**src/rtl/unlock_pkg.sv**
```systemverilog
// Shared constants, key/flag tables and state encoding
// for the unlock sequencer and its testbench-facing defaults.
package unlock_pkg;

    localparam int DEF_NUM_WORDS   = 4;
    localparam int DEF_FLAG_WORDS  = 2;
    localparam int DEF_MAX_FAILS   = 3;
    localparam int DEF_LOCK_CYCLES = 1024;

    localparam logic [31:0] KEY_SEQ [DEF_NUM_WORDS] = '{
        32'h4C6F7452,
        32'h0BADC0DE,
        32'hDEADBEEF,
        32'h13371337
    };

    localparam logic [31:0] FLAG_SEQ [DEF_FLAG_WORDS] = '{
        32'h00464C45,
        32'h47217E00
    };

    typedef enum logic [1:0] {
        S_COLLECT,
        S_EMIT,
        S_LOCKOUT,
        S_LOCKED
    } state_e;

    // Index width that never collapses to zero bits.
    function automatic int clog2_min1(input int n);
        return (n > 1) ? $clog2(n) : 1;
    endfunction

endpackage

```
**src/rtl/unlock_sequencer_if.sv**
```systemverilog
// Key-input and flag-output handshake bundle.
// master = host/consumer side, slave = sequencer.
interface unlock_sequencer_if;

    logic [31:0] key;
    logic        key_valid;
    logic        key_ready;
    logic        abort;
    logic [31:0] data;
    logic        data_valid;
    logic        data_ready;

    modport master (
        output key,
        output key_valid,
        output abort,
        output data_ready,
        input  key_ready,
        input  data,
        input  data_valid
    );

    modport slave (
        input  key,
        input  key_valid,
        input  abort,
        input  data_ready,
        output key_ready,
        output data,
        output data_valid
    );

endinterface

```
**src/rtl/lockout_timer.sv**
```systemverilog
// Loadable down-counter that holds at zero;
// done is high while the count is zero.
module lockout_timer #(
    parameter int W = 10
) (
    input  logic         clk,
    input  logic         rst_n,
    input  logic         load_i,
    input  logic [W-1:0] load_val_i,
    input  logic         en_i,
    output logic [W-1:0] value_o,
    output logic         done_o
);

    logic [W-1:0] value_q;
    logic [W-1:0] value_d;

    // Load has priority; otherwise count down, stopping at zero.
    always_comb begin
        value_d = value_q;
        if (load_i) begin
            value_d = load_val_i;
        end else if (en_i && (value_q != '0)) begin
            value_d = value_q - 1'b1;
        end
    end

    // Count register.
    always_ff @(posedge clk or negedge rst_n) begin
        if (!rst_n) begin
            value_q <= '0;
        end else begin
            value_q <= value_d;
        end
    end

    assign value_o = value_q;
    assign done_o  = (value_q == '0);

endmodule

```
**src/rtl/unlock_sequencer.sv**
```systemverilog
// Key-check / flag-release controller: collects key words,
// releases the flag on a match, rate-limits and locks on failures.
module unlock_sequencer
    import unlock_pkg::*;
#(
    parameter int NUM_WORDS   = DEF_NUM_WORDS,
    parameter int FLAG_WORDS  = DEF_FLAG_WORDS,
    parameter int MAX_FAILS   = DEF_MAX_FAILS,
    parameter int LOCK_CYCLES = DEF_LOCK_CYCLES
) (
    input  logic                     clk,
    input  logic                     rst_n,
    unlock_sequencer_if.slave        bus,
    output logic                     busy,
    output logic                     locked,
    output logic [3:0]               fail_count
);

    localparam int IDX_W  = clog2_min1(NUM_WORDS);
    localparam int FIDX_W = clog2_min1(FLAG_WORDS);
    localparam int CNT_W  = clog2_min1(LOCK_CYCLES);

    localparam logic [IDX_W-1:0]  LAST_IDX = IDX_W'(NUM_WORDS - 1);
    localparam logic [FIDX_W-1:0] LAST_F   = FIDX_W'(FLAG_WORDS - 1);
    localparam logic [3:0]        MAX_F    = 4'(MAX_FAILS);
    localparam logic [CNT_W-1:0]  LOAD_VAL = CNT_W'(LOCK_CYCLES - 1);

    state_e              state_q, state_d;
    logic [IDX_W-1:0]    idx_q, idx_d;
    logic                mism_q, mism_d;
    logic [3:0]          fail_q, fail_d;
    logic [31:0]         data_q, data_d;
    logic                dv_q, dv_d;
    logic [FIDX_W-1:0]   fidx_q, fidx_d;

    logic                key_rdy;
    logic                word_bad;
    logic [3:0]          fail_inc;
    logic [FIDX_W-1:0]   fidx_nxt;
    logic                tmr_load;
    logic                tmr_en;
    logic [CNT_W-1:0]    tmr_value;
    logic                tmr_done;

    lockout_timer #(
        .W (CNT_W)
    ) u_timer (
        .clk        (clk),
        .rst_n      (rst_n),
        .load_i     (tmr_load),
        .load_val_i (LOAD_VAL),
        .en_i       (tmr_en),
        .value_o    (tmr_value),
        .done_o     (tmr_done)
    );

    // Next-state, word compare, fail accounting and flag sequencing.
    always_comb begin
        state_d  = state_q;
        idx_d    = idx_q;
        mism_d   = mism_q;
        fail_d   = fail_q;
        data_d   = data_q;
        dv_d     = dv_q;
        fidx_d   = fidx_q;
        key_rdy  = 1'b0;
        tmr_load = 1'b0;
        tmr_en   = 1'b0;
        word_bad = (bus.key != KEY_SEQ[idx_q]);
        fail_inc = fail_q + 4'd1;
        fidx_nxt = fidx_q + 1'b1;

        unique case (state_q)
            S_COLLECT: begin
                key_rdy = ~bus.abort;
                if (bus.abort) begin
                    idx_d  = '0;
                    mism_d = 1'b0;
                end else if (bus.key_valid) begin
                    if (idx_q == LAST_IDX) begin
                        idx_d  = '0;
                        mism_d = 1'b0;
                        if (mism_q || word_bad) begin
                            fail_d = fail_inc;
                            if (fail_inc == MAX_F) begin
                                state_d = S_LOCKED;
                            end else begin
                                state_d  = S_LOCKOUT;
                                tmr_load = 1'b1;
                            end
                        end else begin
                            fail_d  = '0;
                            state_d = S_EMIT;
                            data_d  = FLAG_SEQ[0];
                            dv_d    = 1'b1;
                            fidx_d  = '0;
                        end
                    end else begin
                        idx_d  = idx_q + 1'b1;
                        mism_d = mism_q | word_bad;
                    end
                end
            end
            S_EMIT: begin
                if (dv_q && bus.data_ready) begin
                    if (fidx_q == LAST_F) begin
                        dv_d    = 1'b0;
                        data_d  = '0;
                        idx_d   = '0;
                        mism_d  = 1'b0;
                        state_d = S_COLLECT;
                    end else begin
                        fidx_d = fidx_nxt;
                        data_d = FLAG_SEQ[fidx_nxt];
                    end
                end
            end
            S_LOCKOUT: begin
                tmr_en = (tmr_value != '0);
                if (tmr_done) begin
                    state_d = S_COLLECT;
                end
            end
            S_LOCKED: begin
                state_d = S_LOCKED;
            end
            default: begin
                state_d = S_COLLECT;
            end
        endcase
    end

    // Controller state registers.
    always_ff @(posedge clk or negedge rst_n) begin
        if (!rst_n) begin
            state_q <= S_COLLECT;
            idx_q   <= '0;
            mism_q  <= 1'b0;
            fail_q  <= '0;
            data_q  <= '0;
            dv_q    <= 1'b0;
            fidx_q  <= '0;
        end else begin
            state_q <= state_d;
            idx_q   <= idx_d;
            mism_q  <= mism_d;
            fail_q  <= fail_d;
            data_q  <= data_d;
            dv_q    <= dv_d;
            fidx_q  <= fidx_d;
        end
    end

    assign bus.key_ready  = key_rdy;
    assign bus.data       = data_q;
    assign bus.data_valid = dv_q;
    assign busy           = (state_q == S_EMIT) || (state_q == S_LOCKOUT);
    assign locked         = (state_q == S_LOCKED);
    assign fail_count     = fail_q;

endmodule
```
**src/flat_wrapper.sv**
```systemverilog
// flat-port wrapper written by rule: the top's interface ports become plain ports
module unlock_sequencer_flat import unlock_pkg::*;
#(
    parameter int NUM_WORDS   = DEF_NUM_WORDS,
    parameter int FLAG_WORDS  = DEF_FLAG_WORDS,
    parameter int MAX_FAILS   = DEF_MAX_FAILS,
    parameter int LOCK_CYCLES = DEF_LOCK_CYCLES
)
  (clk, rst_n, busy, locked, fail_count, bus_key, bus_key_valid, bus_abort, bus_data_ready, bus_key_ready, bus_data, bus_data_valid);
  unlock_sequencer_if bus_i ();
  input  logic clk;
  input  logic rst_n;
  output logic busy;
  output logic locked;
  output logic [3:0] fail_count;
  input wire logic [$bits(bus_i.key)-1:0] bus_key;
  input wire logic [$bits(bus_i.key_valid)-1:0] bus_key_valid;
  input wire logic [$bits(bus_i.abort)-1:0] bus_abort;
  input wire logic [$bits(bus_i.data_ready)-1:0] bus_data_ready;
  output wire logic [$bits(bus_i.key_ready)-1:0] bus_key_ready;
  output wire logic [$bits(bus_i.data)-1:0] bus_data;
  output wire logic [$bits(bus_i.data_valid)-1:0] bus_data_valid;
  assign bus_i.key = bus_key;
  assign bus_i.key_valid = bus_key_valid;
  assign bus_i.abort = bus_abort;
  assign bus_i.data_ready = bus_data_ready;
  assign bus_key_ready = bus_i.key_ready;
  assign bus_data = bus_i.data;
  assign bus_data_valid = bus_i.data_valid;
  unlock_sequencer #(.NUM_WORDS(NUM_WORDS), .FLAG_WORDS(FLAG_WORDS), .MAX_FAILS(MAX_FAILS), .LOCK_CYCLES(LOCK_CYCLES)) u_core (.clk(clk), .rst_n(rst_n), .bus(bus_i), .busy(busy), .locked(locked), .fail_count(fail_count));
endmodule
```
**config.mk**
```make
export PLATFORM = sky130hd
export DESIGN_NAME = unlock_sequencer_flat
export DESIGN_NICKNAME = d
export VERILOG_FILES = /design/src/rtl/unlock_pkg.sv /design/src/rtl/unlock_sequencer_if.sv /design/src/rtl/lockout_timer.sv /design/src/rtl/unlock_sequencer.sv /design/src/flat_wrapper.sv
export SDC_FILE = /design/constraint.sdc
export NUM_CORES = 1
export LEC_CHECK = 0
export ABC_AREA = 1
export CAP_MARGIN = 20
export CELL_PAD_IN_SITES_DETAIL_PLACEMENT = 1
export CELL_PAD_IN_SITES_GLOBAL_PLACEMENT = 1
export CORE_MARGIN = 1
export CORE_UTILIZATION = 29
export CTS_BUF_LIST = sky130_fd_sc_hd__clkbuf_4 sky130_fd_sc_hd__clkbuf_8 sky130_fd_sc_hd__clkbuf_16
export DETAILED_ROUTE_END_ITERATION = 10
export GPL_TIMING_DRIVEN = 0
export PLACE_DENSITY_LB_ADDON = 0.1
export SYNTH_ARGS = -nofsm -noshare
export SYNTH_HDL_FRONTEND = slang
export SYNTH_SLANG_ARGS = --single-unit
```
**constraint.sdc**
```tcl
create_clock -name clk -period 1.9 [get_ports clk]
set_clock_uncertainty 0.1 [all_clocks]
set_input_delay 0.285 -clock clk [delete_from_list [all_inputs] [get_ports clk]]
set_output_delay 0.285 -clock clk [all_outputs]
set_load 0.05 [all_outputs]
```
# --- Word level (Yosys, flattened, before mapping) ---
# Cells that the tools add are included.
word_totals:
  ff_bits: 53
  out_inout_bits: 40
classes:
  n_addsub: 4
  magnitude_cmp: 2
  n_eq_ne: 14
  mux: 55
  bitwise: 4
  n_reduce_logical: 14
ops:
  columns: ["operator", "count"]
  rows:
  - ["$mux 32", 10]
  - ["$bmux 32 s2", 1]
  - ["$pmux 32 s2", 1]
  - ["$ne 32x32->1", 1]
  - ["$mux 31", 1]
  - ["$mux 1", 24]
  - ["$mux 10", 2]
  - ["$mux 2", 10]
  - ["$reduce_and 6->1", 2]
  - ["$logic_not 10->1", 1]
  - ["$reduce_bool 10->1", 1]
  - ["$sub 10x1->10 const B", 1]
  - ["$ne 2x1->1 const B", 4]
  - ["$pmux 2 s4", 1]
  - ["$reduce_and 4->1", 2]
  - ["$reduce_and 7->1", 1]
  - ["$eq 2x2->1 const B", 3]
  - ["$ne 2x2->1 const B", 3]
  - ["$pmux 1 s2", 3]
  - ["$add 4x1->4 const B", 1]
  - ["$eq 4x2->1 const B", 1]
  - ["$mux 4", 1]
  - ["$pmux 2 s2", 1]
  - ["$reduce_bool 2->1", 2]
  - ["13 further kinds", 15]

# --- Logic depth before layout (Yosys ltp) ---
# Gate-level depths: netlist of run 1.
logic_depth:
  ltp_word: 12
  ltp_mapped: 17
  ltp_nobuf: 15

# --- Hierarchy ---
# A second synthesis of run 1 with hierarchy kept.
unflattened:
  cells_unflattened: 375
  area_unflattened_um2: 2403.6
modules_own_cells:
  columns: ["mod", "n_inst", "cells_each", "area_per_inst_um2", "seq_area_each_um2"]
  rows:
  - ["unlock_sequencer", 1, 257, 1645.3, 350.3]
  - ["lockout_timer", 1, 118, 758.2, 250.2]

# --- Worst setup path before layout of run 1 ---
# OpenSTA, ideal clock, no wires.
synth_path:
  path_type: "reg-to-reg"
  start: "register u_core.state_q[0]"
  end: "register u_core.fail_q[3], in the netlist u_core.fail_count[3]"
  setup_time_ns: 0.121
  t_arrival_ns: 2.231
  required_time_ns: 1.679
  setup_slack_ns: -0.552
  path_stages_with_launch: 7
  path_cell_list: "dfrtp_1 > inv_1 > ha_1 > inv_1 > nor2_1 > nand3_1 > a22o_2"
synth_between:
  elab_chain_len: 2
synth_lines:
  columns: ["element", "line", "source"]
  rows:
  - ["start: declaration", "unlock_sequencer.sv:28", "state_e state_q, state_d;"]
  - ["start signal: assignment", "unlock_sequencer.sv:144", "state_q <= state_d;"]
  - ["$logic_not 2->1", "unlock_sequencer.sv:73", "unique case (state_q)"]
  - ["$reduce_and 4->1 (no source line)", null, null]
  - ["end signal: assignment", "unlock_sequencer.sv:147", "fail_q <= fail_d;"]
  - ["end: declaration", "unlock_sequencer.sv:31", "logic [3:0] fail_q, fail_d;"]
# Every way passes these cells.
# A chain may end at the register's enable or synchronous reset.

# --- Final worst setup path of run 1 ---
layout_path:
  start: "register u_core.idx_q[1]"
  end: "register u_core.data_q[26], in the netlist u_core.bus.data[26]"
layout_between:
  elab_chain_len: 8
  word_cells_on_any_way: 10
layout_lines:
  columns: ["element", "line", "source"]
  rows:
  - ["start: declaration", "unlock_sequencer.sv:29", "logic [IDX_W-1:0] idx_q, idx_d;"]
  - ["start signal: assignment", "unlock_sequencer.sv:145", "idx_q <= idx_d;"]
  - ["$not 2->3 (not written as such)", "unlock_sequencer.sv:69", "word_bad = (bus.key != KEY_SEQ[idx_q]);"]
  - ["$bmux 32 s2", "unlock_sequencer.sv:69", null]
  - ["$mux 32 (not written as such) (2 in series)", "unlock_sequencer.sv:69", null]
  - ["$ne 32x32->1", "unlock_sequencer.sv:69", null]
  - ["$logic_or 1x1->1", "unlock_sequencer.sv:83", "if (mism_q || word_bad) begin"]
  - ["$ne 2x2->1 (no source line)", null, null]
  - ["$reduce_and 6->1 (no source line) *", null, null]
  - ["end signal: assignment", "unlock_sequencer.sv:148", "data_q <= data_d;"]
  - ["end: declaration", "unlock_sequencer.sv:32", "logic [31:0] data_q, data_d;"]
# Every way passes the cells marked *; elsewhere a longest branch is shown, timed or not. The select of a mux whose other input is x is not followed.

==> results by group, run 1 <==
Placement
  – Routability congestion estimate: 0.794
  – HPWL after DPL: 5580 µm
  – Dpl cells: 547
  – Port buffer count: 62
  – Cell Area, Placed: 3270 µm²
  – Place WS: -413 ps

Final layout
  – Final core utilization: 0.445
  – Nets: 512
  – Fraction of layout instances using a drive strength above 1: 0.221
  – Final Non-Filler Cells: 563
  – Number of fillers in the final layout: 1,023
  – Antenna diodes: 0
  – Finished Cell Area: 3490 µm²
  – Area Growth Syn to Fin: 46.2%

Setup path
  – Worst path required time: 1970 ps
  – Crit path kind: reg2reg
  – Crit path DAT: 2150 ps
  – Critical Path Most Common Cell: nand2_4
  – Setup crit end kind: flop
  – Top Family by Delay on Critical Path: simple AND/OR/NAND/NOR gates
  – R2r setup slk: -180 ps
  – R2R cell count: 16
  – Crit path buf inv count: 4
  – Crit-path max cell delay: 390 ps
  – R2r endpoint: u_core.bus.data[26]
  – Critical path startpoint category: flop
  – Crit path max fanout: 9
  – Crit-path cells: buf_6 -> inv_8 -> ha_4 -> inv_6 -> nand2_4 -> nand2_1 -> inv_2 -> nand2_1 -> nor2_2 -> nand2_2 -> nor2_4 -> nand2_4 -> nand2_4 -> nand2_4 -> nand2_2 -> o21ai_2
  – CP max stage cell: dfrtp_1
  – Reg-to-reg startpoint: u_core.idx_q[1]

Routing
  – DR WL/cell: 12.2 µm
  – Vias: 2,472
  – Residual DRC: 0
  – Initial DRT Pass Iterations: 4
  – Initial DRC count: 48
  – Post-route ant nets: 0
  – Routed wire length: 6870 µm
  – Drt via density: 4.39

Synthesis
  – Synth top area cells: dfrtp_1 (25%), nand2_1 (18%), buf_4 (9.4%)
  – Async S/R FF share, synth: 1.00
  – Yosys cell types: 31
  – Instance count of the mapped netlist: 369
  – EDFF count, synth: 0
  – Main synth FF type: dfrtp_1
  – Flops & latches, synth: 24
  – Avg Cell Area, Syn: 6.48 µm²
  – Post-synth top area cell: dfrtp_1
  – Post-synthesis sequential area ratio: 0.251
  – Post-synth top area share: 0.251
  – Cell area after synthesis: 2390 µm²
  – YS warnings: 0

Clock network
  – Bufs on Longest Clock Path: 2
  – Clk_lat worst skew: 270 ps
  – CTS tree: yes
  – Worst-path clk slew: 90 ps
  – CTS Hold Bufs: 0
  – CTS root buffer: clkbuf_8
  – Clock Sinks: 24
  – Total clock buffers created by CTS: 3
  – CTS H-tree depth: 1

Floorplan
  – Die ar.: 8610 µm²
  – Initial core utilization: 0.305
  – Chip width: 92.8 µm
  – I/O pin cnt: 77
  – Chip Height: 92.8 µm
  – Row cnt: 32
  – Core Area: 7850 µm²

Global route
  – Number of global-route vias before repair: 2,498
  – Total gr overflow: 0
  – First-pass GRT wire length: 11,800 µm
  – Antenna violations before repair: 0
  – Largest net degree at the start of global routing: 19
  – GR Util All Layers: 0.173

STA
  – Tmin final: 2080 ps
  – Hold_ws: 194 ps
  – Final-report setup violation count: 22
  – Worst rel slew slack: 0.651
  – Period utilisation layout: 1.09
  – Max-slew violations: 0
  – Final hold vios: 0
  – Fmax: 481 MHz
  – RSZ-0062 raised after global routing: true
  – Worst-margin pin slew: 522 ps
  – TNS Setup: -2740 ps
  – Setup slack after layout: -179 ps

Power
  – Pwr Density: 326 nW/µm²
  – Peak VDD IR: 182 µV
  – Lkg Pwr: 1.84 nW
  – Clk pwr share: 0.317
  – P_sw: 0.324 mW
  – Seq pwr share: 0.448
  – Final Total Pwr: 1.14 mW
  – P_int: 0.816 mW
  – Sw Ratio: 0.284
  – Logic pwr share: 0.236

Run
  – Max cap viols: 0

Hold path
  – Hold Crit Class: in2async

Outcome
  – Status: finished, violations left
  – Failing checks: negative setup slack
## flip-flops by register name, indices dropped and copies added (netlist names)
signal and cells:
u_core.u_timer.value_o 10, u_core.fail_count 4, u_core.bus.data 3, u_core.idx_q 2
u_core.state_q 2, u_core.bus.data_valid 1, u_core.fidx_q 1, u_core.mism_q 1
## cell type report
cell class	instances	area, µm²	share of cell area
plain buffers	31	240	0.0688
multi-input cells	280	1560	0.447
flip-flops and latches	24	602	0.172
well taps	102	128	0.0365
clock buffers	4	55.1	0.0158
inverters	47	194	0.0555
repair buffers	75	714	0.205
## cells in the mapped netlist, types with 2 or more instances
cell / n
nand2_4: 3
nand3_1: 16
inv_4: 3
xnor2_1: 3
nand3b_1: 3
nor3_1: 3
ha_1: 13
nor2_1: 54
buf_4: 30
o21ai_0: 15
inv_2: 3
a31oi_1: 2
o21ai_2: 2
inv_1: 41
xor2_1: 8
nand2_2: 3
nor2_2: 3
a22oi_1: 2
buf_6: 2
nand2_1: 116
a21oi_1: 7
nand4_1: 5
dfrtp_1: 24
## cells in the final DEF, fill, tap and decap left out, types with 2 or more instances in the layout
cell | Yosys | layout
a21oi_1 | 7 | 6
o21ai_1 | 0 | 3
inv_2 | 3 | 6
o21ai_2 | 2 | 2
dlygate4sd2_1 | 0 | 15
a31oi_1 | 2 | 2
nand2_2 | 3 | 6
clkbuf_2 | 0 | 4
conb_1 | 1 | 14
nor2_1 | 54 | 50
ha_1 | 13 | 8
buf_4 | 30 | 39
dfrtp_1 | 24 | 23
nor3_1 | 3 | 2
xnor2_1 | 3 | 3
nand3_2 | 0 | 5
xor2_1 | 8 | 7
inv_1 | 41 | 38
clkdlybuf4s15_1 | 0 | 4
nor2_2 | 3 | 4
nand2_4 | 3 | 4
nand3_1 | 16 | 11
nand4_1 | 5 | 5
clkdlybuf4s50_1 | 0 | 36
nand3b_1 | 3 | 3
buf_6 | 2 | 3
clkbuf_8 | 0 | 4
nor2_4 | 1 | 4
ha_4 | 0 | 4
o21ai_0 | 15 | 12
nand2_1 | 116 | 112
nand3b_4 | 1 | 2
a22oi_1 | 2 | 2
inv_6 | 0 | 2
## worst max-delay path by stage
| stage | startpoint | to | slack (ps) | cells after the start |
|---|---|---|---|---|
| 2_1_floorplan | u_core.idx_q[1] | u_core.bus.data[26] | -110 | 17 |
| 3_3_place_gp | u_core.idx_q[0] | u_core.fidx_q | -390 | 14 |
| 3_5_place_dp | u_core.idx_q[0] | u_core.bus.data[26] | -410 | 12 |
| 4_1_cts | u_core.idx_q[1] | u_core.bus.data[26] | -210 | 15 |
| 5_1_grt | u_core.idx_q[0] | u_core.fidx_q | -360 | 14 |
| 6_report | u_core.idx_q[1] | u_core.bus.data[26] | -180 | 16 |
## per-layer routing
| metal | GRT usage | share of wire |
|---|---|---|
| met2 | 0.288 | 0.46 |
| met5 | 0 | 0 |
| met4 | 0.0308 | 0.0068 |
| met1 | 0.239 | 0.49 |
| met3 | 0.0230 | 0.039 |
## power by group through the flow
stage          Clock, mW  Sequential (mW)  Combinational (mW)
2_1_floorplan          0            0.521               0.138
3_3_place_gp           0            0.521               0.253
3_5_place_dp           0            0.520               0.263
4_1_cts            0.376            0.510               0.269
5_1_grt            0.398            0.510               0.293
6_report           0.361            0.510               0.268
## repair_timing
action,in CTS,in global routing
resized for setup,49,25
hold endpoints to repair,0,0
buffers inserted,11,0
endpoints found under the setup margin,47,32
pin swaps,5,1
cloned,2,0
## cells by family after synthesis
group | after synthesis | synth area share
AND/OR/NAND/NOR | 210 | 0.377
XOR/XNOR | 11 | 0.0403
other | 1 | 0.00157
buffers and inverters | 79 | 0.181
adder cells (fa/ha/maj) | 13 | 0.0681
AO/OA/AOI/OAI | 31 | 0.0806
flip-flops | 24 | 0.251
(Power assumes the default switching activity.)
==> inputs of run 2 (changes only) <==
--- a/config.mk
+++ b/config.mk
@@ -10,7 +10,7 @@
 export CELL_PAD_IN_SITES_DETAIL_PLACEMENT = 1
 export CELL_PAD_IN_SITES_GLOBAL_PLACEMENT = 1
 export CORE_MARGIN = 1
-export CORE_UTILIZATION = 29
+export CORE_UTILIZATION = 25
 export CTS_BUF_LIST = sky130_fd_sc_hd__clkbuf_4 sky130_fd_sc_hd__clkbuf_8 sky130_fd_sc_hd__clkbuf_16
 export DETAILED_ROUTE_END_ITERATION = 10
 export GPL_TIMING_DRIVEN = 0
==> run 2 against run 1 <==
- the flow still finishes with violations (negative setup slack)
- first-iteration DRC count grew 4.2%
- worst hold slack gained 16 ps
- cell area is 1.1% lower
- wire length up 4.6%
- via count is 1.1% lower
- die area rose by 16%
- largest power group unchanged
==> results by group, run 2 (same netlist as run 1, synthesis figures left out) <==
Power
  – Logic pwr share: 0.247 (was 0.236)
  – Sw Ratio: 0.292 (was 0.284)
  – Lkg Pwr: 1.83 nW (was 1.84 nW)
  – Seq pwr share: 0.468 (was 0.448)
  – P_sw: 0.319 mW (was 0.324 mW)
  – Clk pwr share: 0.285 (was 0.317)
  – P_int: 0.771 mW (was 0.816 mW)
  – Peak VDD IR: 285 µV (was 182 µV)
  – Pwr Density: 316 nW/µm² (was 326 nW/µm²)

Setup path
  – R2r setup slk: -260 ps (was -180 ps)
  – Reg-to-reg startpoint: u_core.idx_q[1] (unchanged)
  – Crit path buf inv count: 5 (was 4)
  – Crit-path cells: buf_6 -> clkinv_8 -> ha_4 -> buf_12 -> inv_8 -> nand2_4 -> nand2_1 -> inv_2 -> nand2_1 -> nor2_2 -> nand2_2 -> nor2_4 -> nand2_4 -> nand2_4 -> nand2_4 -> nand2_2 -> o21ai_2 (was buf_6 -> inv_8 -> ha_4 -> inv_6 -> nand2_4 -> nand2_1 -> inv_2 -> nand2_1 -> nor2_2 -> nand2_2 -> nor2_4 -> nand2_4 -> nand2_4 -> nand2_4 -> nand2_2 -> o21ai_2)
  – Critical Path Most Common Cell: nand2_4 (unchanged)
  – Crit path DAT: 2220 ps (was 2150 ps)
  – Crit path kind: reg2reg (unchanged)
  – Worst path required time: 1960 ps (was 1970 ps)
  – Crit-path max cell delay: 390 ps (about the same)
  – R2R cell count: 17 (was 16)
  – Top Family by Delay on Critical Path: simple AND/OR/NAND/NOR gates (unchanged)
  – R2r endpoint: u_core.fidx_q (was u_core.bus.data[26])
  – Setup crit end kind: flop (unchanged)
  – CP max stage cell: dfrtp_1 (unchanged)
  – Critical path startpoint category: flop (unchanged)
  – Crit path max fanout: 8 (was 9)

STA
  – Hold_ws: 209 ps (was 194 ps)
  – Worst rel slew slack: 0.661 (was 0.651)
  – Setup slack after layout: -261 ps (was -179 ps)
  – Final-report setup violation count: 22 (unchanged)
  – Max-slew violations: 0 (unchanged)
  – Worst-margin pin slew: 508 ps (was 522 ps)
  – Period utilisation layout: 1.14 (was 1.09)
  – Final hold vios: 0 (unchanged)
  – Tmin final: 2160 ps (was 2080 ps)
  – Fmax: 463 MHz (was 481 MHz)
  – RSZ-0062 raised after global routing: true (unchanged)

Routing
  – Drt via density: 4.17 (was 4.39)
  – Initial DRC count: 50 (was 48)
  – Routed wire length: 7190 µm (was 6870 µm)
  – Post-route ant nets: 0 (unchanged)
  – Vias: 2,445 (was 2,472)
  – Residual DRC: 0 (unchanged)
  – Initial DRT Pass Iterations: 3 (was 4)
  – DR WL/cell: 12.2 µm (about the same)

Hold path
  – Hold Crit Class: in2async (unchanged)

Placement
  – Routability congestion estimate: 0.780 (was 0.794)
  – Port buffer count: 62 (unchanged)
  – HPWL after DPL: 5780 µm (was 5580 µm)
  – Place WS: -458 ps (was -413 ps)
  – Cell Area, Placed: 3310 µm² (was 3270 µm²)

Final layout
  – Antenna diodes: 0 (unchanged)
  – Fraction of layout instances using a drive strength above 1: 0.229 (was 0.221)
  – Final core utilization: 0.374 (was 0.445)
  – Area Growth Syn to Fin: 44.5% (was 46.2%)
  – Finished Cell Area: 3450 µm² (was 3490 µm²)
  – Largest register FFs: 10 (unchanged)
  – Nets: 510 (was 512)
  – Leading cell type in the layout, fill and taps excluded: nand2_1 (unchanged)
  – Most frequent cells in the layout: nand2_1 (109), nor2_1 (50), inv_1 (38), buf_4 (38), clkdlybuf4s50_1 (36) (was nand2_1 (112), nor2_1 (50), buf_4 (39), inv_1 (38), clkdlybuf4s50_1 (36))

Clock network
  – CTS root buffer: clkbuf_8 (unchanged)
  – CTS Hold Bufs: 0 (unchanged)
  – CTS H-tree depth: 1 (unchanged)
  – Total clock buffers created by CTS: 3 (unchanged)
  – Worst-path clk slew: 90 ps (about the same)
  – Clock Sinks: 24 (unchanged)
  – CTS tree: yes (unchanged)
  – Clk_lat worst skew: 270 ps (about the same)
  – Bufs on Longest Clock Path: 2 (unchanged)

Floorplan
  – Core Area: 9240 µm² (was 7850 µm²)
  – Row cnt: 35 (was 32)
  – I/O pin cnt: 77 (unchanged)
  – Die ar.: 9950 µm² (was 8610 µm²)
  – Chip width: 99.8 µm (was 92.8 µm)
  – Chip Height: 99.8 µm (was 92.8 µm)
  – Initial core utilization: 0.259 (was 0.305)

Global route
  – Antenna violations before repair: 0 (unchanged)
  – First-pass GRT wire length: 11,600 µm (was 11,800 µm)
  – Number of global-route vias before repair: 2,472 (was 2,498)
  – Total gr overflow: 0 (unchanged)
  – Largest net degree at the start of global routing: 19 (unchanged)
  – GR Util All Layers: 0.146 (was 0.173)

Outcome
  – Status: finished, violations left (unchanged)
  – Failing checks: negative setup slack (unchanged)

Run
  – Max cap viols: 0 (unchanged)
## run 2: cell types whose count changed in the layout (fill, tap and decap cells not counted), moves of 2 or more
cell             previous run  this run
ha_4                        4         2
nand2_1                   112       109
clkdlybuf4s15_1             4         0
inv_6                       2         0
clkbuf_2                    4         8
nand2_2                     6         9
## run 2: what timing repair did
item                                   in CTS  in global routing
pin swaps                                   7                  5
setup endpoints to repair                  46                 36
resized for setup                          42                 39
endpoints found under the hold margin       0                  0
setup buffers                               6                  5
## run 2: metrics by stage
step                power, mW  instances  TNS, ps
floorplan               0.659        382     -911
global placement        0.776        573    -9190
detailed placement      0.785        574    -8970
CTS                      1.11        582    -4410
global route             1.15        587    -7490
finish                   1.09        587    -4200
## run 2: metal layers
metal	routed length, µm	GRT usage	vias up
met2	3600	0.264	27
met1	3380	0.188	1138
met4	48	0.0271	0
met5	0	0	-
li1	-	-	1275
met3	160	0.0167	5
## run 2: how the worst max path moves through the flow
| stage | start | endpoint | slack (ps) | cells after the start |
|---|---|---|---|---|
| 2_1_floorplan | u_core.idx_q[1] | u_core.bus.data[26] | -110 | 17 |
| 3_3_place_gp | u_core.idx_q[0] | u_core.fidx_q | -470 | 15 |
| 3_5_place_dp | u_core.idx_q[0] | u_core.fidx_q | -460 | 14 |
| 4_1_cts | u_core.idx_q[1] | u_core.fidx_q | -260 | 15 |
| 5_1_grt | u_core.idx_q[1] | u_core.bus.data[14] | -420 | 17 |
| 6_report | u_core.idx_q[1] | u_core.fidx_q | -260 | 17 |
## run 2: worst register-to-register path: stages, from the launching register on
cell and delay (ps):
dfrtp_1 390, buf_6 140, clkinv_8 50, ha_4 280
buf_12 120, inv_8 40, nand2_4 60, nand2_1 70
inv_2 40, nand2_1 60, nor2_2 100, nand2_2 80
nor2_4 100, nand2_4 100, nand2_4 110, nand2_4 80
nand2_2 80, o21ai_2 50
## run 2: layout make-up
cell class	count	area, µm²
clock buffer	3	41.3
sequential	24	602
timing repair buffer	74	691
buffer	31	240
fill	1206	5790
multi-input combinational	279	1520
inverter	47	199
tap	129	161
## run 2: power groups by stage
| stage | Clock [mW] | Sequential (mW) | Combinational, mW |
|---|---|---|---|
| finish | 0.311 | 0.510 | 0.269 |
| global placement | 0 | 0.521 | 0.256 |
| global route | 0.349 | 0.510 | 0.291 |
| detailed placement | 0 | 0.520 | 0.264 |
| CTS | 0.333 | 0.510 | 0.267 |
| floorplan | 0 | 0.521 | 0.138 |
